<file path="config.mk">
export PLATFORM = sky130hd
export DESIGN_NAME = digi_pot_spi_writer
export DESIGN_NICKNAME = d
export VERILOG_FILES = /design/src/rtl/digi_pot_spi_writer.sv
export SDC_FILE = /design/constraint.sdc
export NUM_CORES = 1
export LEC_CHECK = 0
export ABC_AREA = 0
export CAP_MARGIN = 10
export CORE_MARGIN = 1
export CORE_UTILIZATION = 35
export CTS_CLUSTER_DIAMETER = 60
export DETAILED_ROUTE_END_ITERATION = 10
export PLACE_DENSITY = 0.61
export SLEW_MARGIN = 40
export SYNTH_ARGS = -nofsm -noshare
export SYNTH_HDL_FRONTEND = slang
export SYNTH_SLANG_ARGS = --single-unit
export TNS_END_PERCENT = 30
</file>
<file path="constraint.sdc">
create_clock -name clk -period 1.77 [get_ports clk]
set_input_delay 0.354 -clock clk [delete_from_list [all_inputs] [get_ports clk]]
set_output_delay 0.354 -clock clk [all_outputs]
set_load 0.05 [all_outputs]
</file>
<file path="src/rtl/digi_pot_spi_writer.sv">
`default_nettype none
// ============================================================================
//  Module   : digi_pot_spi_writer
//  Purpose  : Sends the digi_pot wiper value to an external digital
//             potentiometer over 3-wire SPI (mode 0, MSB first). One 16-bit
//             frame {CMD_BYTE, wiper} goes out whenever wiper_in differs from
//             the last value sent, plus one forced frame after reset. Values
//             that change while a frame is in flight are coalesced: only the
//             value present when the writer returns to idle is sent next.
//  Ports    : clk       - system clock, rising edge
//             reset     - synchronous, active-high reset
//             wiper_in  - 8-bit wiper value
//             sclk      - SPI clock, idles low
//             mosi      - SPI data out, MSB first
//             cs_n      - SPI chip select, active low
//             busy      - frame or post-frame gap in progress
//             done      - one-cycle pulse when frame and gap complete
//  Revision : 1.0 - initial release
// ============================================================================
module digi_pot_spi_writer #(
  parameter int         CLK_DIV  = 4,      // SCLK half-period H in clk cycles
  parameter logic [7:0] CMD_BYTE = 8'h11   // command byte, frame bits [15:8]
) (
  input  logic       clk,
  input  logic       reset,
  input  logic [7:0] wiper_in,
  output logic       sclk,
  output logic       mosi,
  output logic       cs_n,
  output logic       busy,
  output logic       done
);

  localparam logic [2:0] ST_IDLE     = 3'd0;
  localparam logic [2:0] ST_SETUP    = 3'd1;
  localparam logic [2:0] ST_SHIFT_HI = 3'd2;
  localparam logic [2:0] ST_SHIFT_LO = 3'd3;
  localparam logic [2:0] ST_HOLD     = 3'd4;
  localparam logic [2:0] ST_GAP      = 3'd5;

  localparam logic [15:0] DIV_LAST = 16'(CLK_DIV - 1);
  localparam logic [4:0]  LAST_BIT = 5'd15;

  logic [2:0]  state;
  logic [2:0]  state_next;
  logic [15:0] div_cnt;
  logic [4:0]  bit_cnt;
  logic [15:0] shadow;
  logic [15:0] shadow_next;
  logic [7:0]  last_sent;
  logic        init_pend;

  logic        div_last;
  logic        start;
  logic        in_frame_next;
  logic        sclk_next;
  logic        mosi_next;
  logic        cs_n_next;
  logic        busy_next;
  logic        done_next;

  assign div_last = (div_cnt == DIV_LAST);
  assign start    = (state == ST_IDLE) && (init_pend || (wiper_in != last_sent));

  // --------------------------------------------------------------------------
  // State register
  // --------------------------------------------------------------------------
  always_ff @(posedge clk) begin
    if (reset) begin
      state <= ST_IDLE;
    end else begin
      state <= state_next;
    end
  end

  // --------------------------------------------------------------------------
  // Next-state logic: every non-idle state lasts exactly H cycles
  // --------------------------------------------------------------------------
  always_comb begin
    state_next = state;
    case (state)
      ST_IDLE: begin
        if (start) state_next = ST_SETUP;
      end
      ST_SETUP: begin
        if (div_last) state_next = ST_SHIFT_HI;
      end
      ST_SHIFT_HI: begin
        if (div_last) state_next = (bit_cnt == LAST_BIT) ? ST_HOLD : ST_SHIFT_LO;
      end
      ST_SHIFT_LO: begin
        if (div_last) state_next = ST_SHIFT_HI;
      end
      ST_HOLD: begin
        if (div_last) state_next = ST_GAP;
      end
      ST_GAP: begin
        if (div_last) state_next = ST_IDLE;
      end
      default: state_next = ST_IDLE;
    endcase
  end

  // --------------------------------------------------------------------------
  // Shift register: loaded at start, advanced when SCLK falls so the next bit
  // appears on mosi a full half-period before the following rising edge.
  // After bit 0 it is left alone so mosi holds through HOLD.
  // --------------------------------------------------------------------------
  always_comb begin
    shadow_next = shadow;
    if (start) begin
      shadow_next = {CMD_BYTE, wiper_in};
    end else if ((state == ST_SHIFT_HI) && div_last && (bit_cnt != LAST_BIT)) begin
      shadow_next = {shadow[14:0], 1'b0};
    end
  end

  // --------------------------------------------------------------------------
  // Datapath registers
  // --------------------------------------------------------------------------
  always_ff @(posedge clk) begin
    if (reset) begin
      div_cnt   <= '0;
      bit_cnt   <= '0;
      shadow    <= '0;
      last_sent <= '0;
      init_pend <= 1'b1;
    end else begin
      // Divider restarts on every state change so each state spans H cycles.
      if ((state == ST_IDLE) || (state_next != state)) begin
        div_cnt <= '0;
      end else begin
        div_cnt <= div_cnt + 16'd1;
      end

      shadow <= shadow_next;

      if (start) begin
        bit_cnt   <= '0;
        last_sent <= wiper_in;
        init_pend <= 1'b0;
      end else if ((state == ST_SHIFT_HI) && div_last) begin
        bit_cnt <= bit_cnt + 5'd1;
      end
    end
  end

  // --------------------------------------------------------------------------
  // Output logic: decoded from the upcoming state and registered so the SPI
  // pins come straight from flops and cannot glitch.
  // --------------------------------------------------------------------------
  always_comb begin
    in_frame_next = (state_next == ST_SETUP) || (state_next == ST_SHIFT_HI) ||
                    (state_next == ST_SHIFT_LO) || (state_next == ST_HOLD);
    cs_n_next = !in_frame_next;
    sclk_next = (state_next == ST_SHIFT_HI);
    mosi_next = in_frame_next && shadow_next[15];
    busy_next = (state_next != ST_IDLE);
    done_next = (state == ST_GAP) && div_last;
  end

  always_ff @(posedge clk) begin
    if (reset) begin
      cs_n <= 1'b1;
      sclk <= 1'b0;
      mosi <= 1'b0;
      busy <= 1'b0;
      done <= 1'b0;
    end else begin
      cs_n <= cs_n_next;
      sclk <= sclk_next;
      mosi <= mosi_next;
      busy <= busy_next;
      done <= done_next;
    end
  end

endmodule
`default_nettype wire

</file>
# == Word level (Yosys, flattened, before mapping) ==
# Index checks and enable logic that the tools add are counted.
# classes
n_addsub,2
n_eq_ne,14
n_mux,9
n_reduce_logical,17
# ops
cell,count
$mux W16,2
$mux W3,6
$add A16 B1 Y16 const B,1
$eq A16 B2 Y1 const B,1
$pmux W3 S5,1
$eq A3 B2 Y1 const B,4
$eq A3 B3 Y1 const B,3
$ne A8 B8 Y1,1
$eq A3 B1 Y1 const B,2
$reduce_or A2 Y1,3
$add A5 B1 Y5 const B,1
$eq A5 B4 Y1 const B,1
$logic_and A1 B1 Y1,5
$logic_or A1 B1 Y1,5
$ne A5 B4 Y1 const B,1
$logic_not A3 Y1,1
$ne A3 B3 Y1,1
$reduce_bool A3 Y1,1
$reduce_bool A2 Y1,1
$logic_not A1 Y1,1
# totals
reg_bits,54
input_bits,10
wordCells,55

# == Depth between registers and ports, before layout ==
# logic_depth
depth_word,10
mapped_depth,8
mapped_depth_nobuf,8

# == Worst setup path before layout ==
# OpenSTA, ideal clock, no wires.
# synth_timing
path_type,flip-flop to flip-flop
from,register div_cnt[0]
to,register shadow[6]
setup_ps,88
arrival_time_ps,1797
t_required_ps,1682
setup_slack_ps,-115
stages_incl_launch_ff,9
path_buffers,2
synth_period_minus_slack_ps,1885
cell_sequence,dfxtp_1 > ha_1 > nor4b_2 > and4_1 > clkbuf_2 > nand3_1 > clkbuf_1 > nand2_1 > a311oi_2
# synth_between
elab_chain_cells,4
# synth_rtl
item,line,text
from (decl),46,logic [15:0] div_cnt;
from (signal assigned),133,div_cnt <= div_cnt + 16'd1;
$eq A16 B2 Y1,62,assign div_last = (div_cnt == DIV_LAST);
$logic_and A1 B1 Y1 (2 in series),113,end else if ((state == ST_SHIFT_HI) && div_last && (bit_cnt != LAST_BIT)) begin
$reduce_bool A2 Y1 (no line),n/a,
to (signal assigned),136,shadow <= shadow_next;
to (decl),48,logic [15:0] shadow;
# No other way between the ends.
# A chain may end at the register's enable or synchronous reset.

# == Worst setup path in the final report ==
# layout_timing
from,register last_sent[6]
to,register shadow[3]
# layout_between
elab_chain_cells,4
elab_cells_between_ends,5
# layout_rtl
item,line,text
from (decl),50,logic [7:0] last_sent;
from (signal assigned),140,last_sent <= wiper_in;
$ne A8 B8 Y1 (*),63,assign start = (state == ST_IDLE) && (init_pend || (wiper_in != last_sent));
$logic_or A1 B1 Y1 (*),63,
$logic_and A1 B1 Y1 (*),63,
$mux W16 / $reduce_bool A2 Y1 (equally long branches),n/a,
# Mark *: on every way between the ends. The rest lies on a longest branch, timed or not.

==> flow_metrics.tcl <==
set metrics [dict create \
    status "finished with violations" \
    violations "setup timing" \
    hold_buffers 0 \
    avgSynthCellArea_um2 8.75 \
    final_cell_mix "53 x dfxtp_1, 49 x nand2_1, 44 x buf_4" \
    worst_pin_slew_ns 0.507 \
    clock_tree.buffer_depth 2 \
    fin_nets 339 \
    slowest_stage "or4_4" \
    stdcell_area_um2 3130 \
    path_class "register to register" \
    pwr_density_cell_nw_per_um2 734 \
    slew_violations 0 \
    placed_cells 392 \
    tns_ns -1.12 \
    synth_flop_cell "dfxtp_1" \
    hold_path.class "register to register" \
    rows 29 \
    post-route-util 0.485 \
    layout-drive-gt1-share 0.287 \
    grt_pass1_vias 1850 \
    clkLatencyLatePin_ns 0.31 \
    multiInputGateArea_um2 1320 \
    cp-start-kind "register" \
    cp.arrival_ns 2.13 \
    holdWs_ns 0.455 \
    grt_max_degree 18 \
    antenna_found_initial 0 \
    synth_nets 285 \
    synth_area_leader_cell "dfxtp_1" \
    ys_seq_elements 54 \
    area_growth_pct 31.6 \
    grt-ovfl-total 0 \
    vias_per_cell 4.95 \
    die_h_um 84.5 \
    ant_nets 0 \
    fill_cells 629 \
    critPathMaxFanout 5 \
    vias 1999 \
    endpoint_kind "register" \
    grt_first_pass_wirelength_mm 8.60 \
    min_from "shadow[13]" \
    final_hold_viol_count 0 \
    fin_cells 404 \
    final-seq-area_um2 1080 \
    synth_top_area_share 0.454 \
    yosysUniqueCellTypes 40 \
    die_w_um 84.5 \
    routed_wirelength_mm 4.88 \
    worstPathCellList "xor2_1, or4_4, o31ai_4, buf_4, buf_6, nor2_2, a311oi_2" \
    synthCells 272 \
    cts_tree "yes" \
    required_ns 2.00 \
    fp.dieArea_um2 7140 \
    cp-startpoint "last_sent[6]" \
    grt_usage 0.149 \
    routabilityCongestion 0.750 \
    fmax_ghz 0.526 \
    grt_setup_unrepaired "true" \
    min_period_ns 1.90 \
    slew_headroom 0.660 \
    cts_root_buf "clkbuf_8" \
    ys_seq_area_frac 0.454 \
    portBuffers 14 \
    start_util 0.369 \
    ys_async_sr_fraction 0 \
    finalWorstSetupSlack_ns -0.133 \
    numClockSinks 54 \
    drt_pass1_iterations 4 \
    max-vdd-ir-drop_v 0.000329 \
    setup_viol 20 \
    fin_crit_sh 1.07 \
    drc 0 \
    crit_buf_inv 2 \
    num_io_pins 15 \
    cts_buffers 5 \
    place_area_um2 2890 \
    critical-path-top-delay-family "simple AND/OR/NAND/NOR gates" \
    synth_area_leaders "dfxtp_1 45%, nand2_1 8.0%, nor2_1 4.7%" \
    yosys_warnings 0 \
    r2r-start "last_sent[6]" \
    htree_levels 2 \
    hpwl_mm 3.51 \
    synth_edf_count 0 \
    timing.clock.skew_ns 0.00921 \
    max-cap-violations 0 \
    core_area_um2 6460 \
    wire_per_inst_um 12.1 \
    syn_area_um2 2380 \
    drt-initial-drc-count 92 \
    final_common_cell "dfxtp_1" \
    p_leak_nw 1.16 \
    cts.reportedPaths.clkPinSlew_ns 0.10 \
    antenna_cells 0 \
    slowest_delay_ns 0.55 \
]
## cells in the mapped netlist, types with 3 or more instances
library cell	number
a211oi_1	3
nand3_1	8
nand2b_1	5
nand2_1	51
a311oi_2	5
inv_1	3
clkbuf_1	8
nor3_1	3
ha_1	3
or3_1	5
and4_1	3
dfxtp_1	54
xnor2_1	12
nor2_1	30
and3_1	6
mux2i_1	3
xor2_1	10
a21oi_1	19
a31oi_1	3
o21ai_0	10
## stage by stage
step                      total power, mW  setup WS (ns)
after floorplan                      1.45       -0.00697
after global placement               1.57         -0.545
after detailed placement             1.57         -0.586
after CTS                            2.33         -0.181
after global routing                 2.41         -0.176
final                                2.30         -0.133
## registers in the layout (all words and copies together), names as in the netlist
| name | flops |
|---|---|
| shadow | 16 |
| cs_n | 1 |
| done | 1 |
| div_cnt | 16 |
| state | 3 |
| mosi | 1 |
| sclk | 1 |
| busy | 1 |
| last_sent | 8 |
| init_pend | 1 |
| bit_cnt | 5 |
## metal layers
metal | up-vias | routed length [um] | track usage
li1 | 1047 | - | -
met1 | 929 | 2520 | 0.210
met2 | 19 | 2210 | 0.225
met3 | 4 | 101 | 0.0305
met4 | 0 | 52 | 0.0539
met5 | - | 0 | 0
## cell families (layout without fill, tap and decap cells)
family                     after synthesis  count (layout)  share of synthesized area
and+or+nand+nor                        127             127                      0.266
muxes                                    3               3                     0.0126
xor gates and xnor gates                22              22                     0.0809
AOI/OAI and AO/OA                       46              46                      0.136
buffers and inverters                   17              72                     0.0347
adders and majority gates                3               3                     0.0158
DFF                                     54              54                      0.454
## final cells by class
cell class / instances / share of cell area
inverters: 3 / 0.00359
clock buffers: 6 / 0.0264
clock inverters: 2 / 0.00559
flip-flops and latches: 54 / 0.345
repair buffers: 61 / 0.167
multi-input cells: 201 / 0.421
well taps: 77 / 0.0308
## worst register-to-register path, stage by stage, from the launching register on
cell and delay (ns):
dfxtp_2 0.34, xor2_1 0.15, or4_4 0.55, o31ai_4 0.30, buf_4 0.18, buf_6 0.11, nor2_2 0.04, a311oi_2 0.16
## final timing paths
kind	cells after the start	slack (ns)	to
max	7	-0.13	shadow[3]
min	2	0.45	shadow[14]
max reg2reg	7	-0.13	shadow[3]
min reg2reg	2	0.45	shadow[14]
## power by group
| group | switching (mW) | internal (mW) |
|---|---|---|
| clock network | 0.407 | 0.323 |
| registers | 0.0235 | 1.26 |
| logic | 0.143 | 0.145 |
## timing repair
item | 4_1_cts | 5_1_grt
pin swaps | 11 | 5
gates resized for setup | 18 | 15
buffers inserted | 2 | 2
endpoints found under the setup margin | 36 | 41
Power figures use the tool's default switching activity.
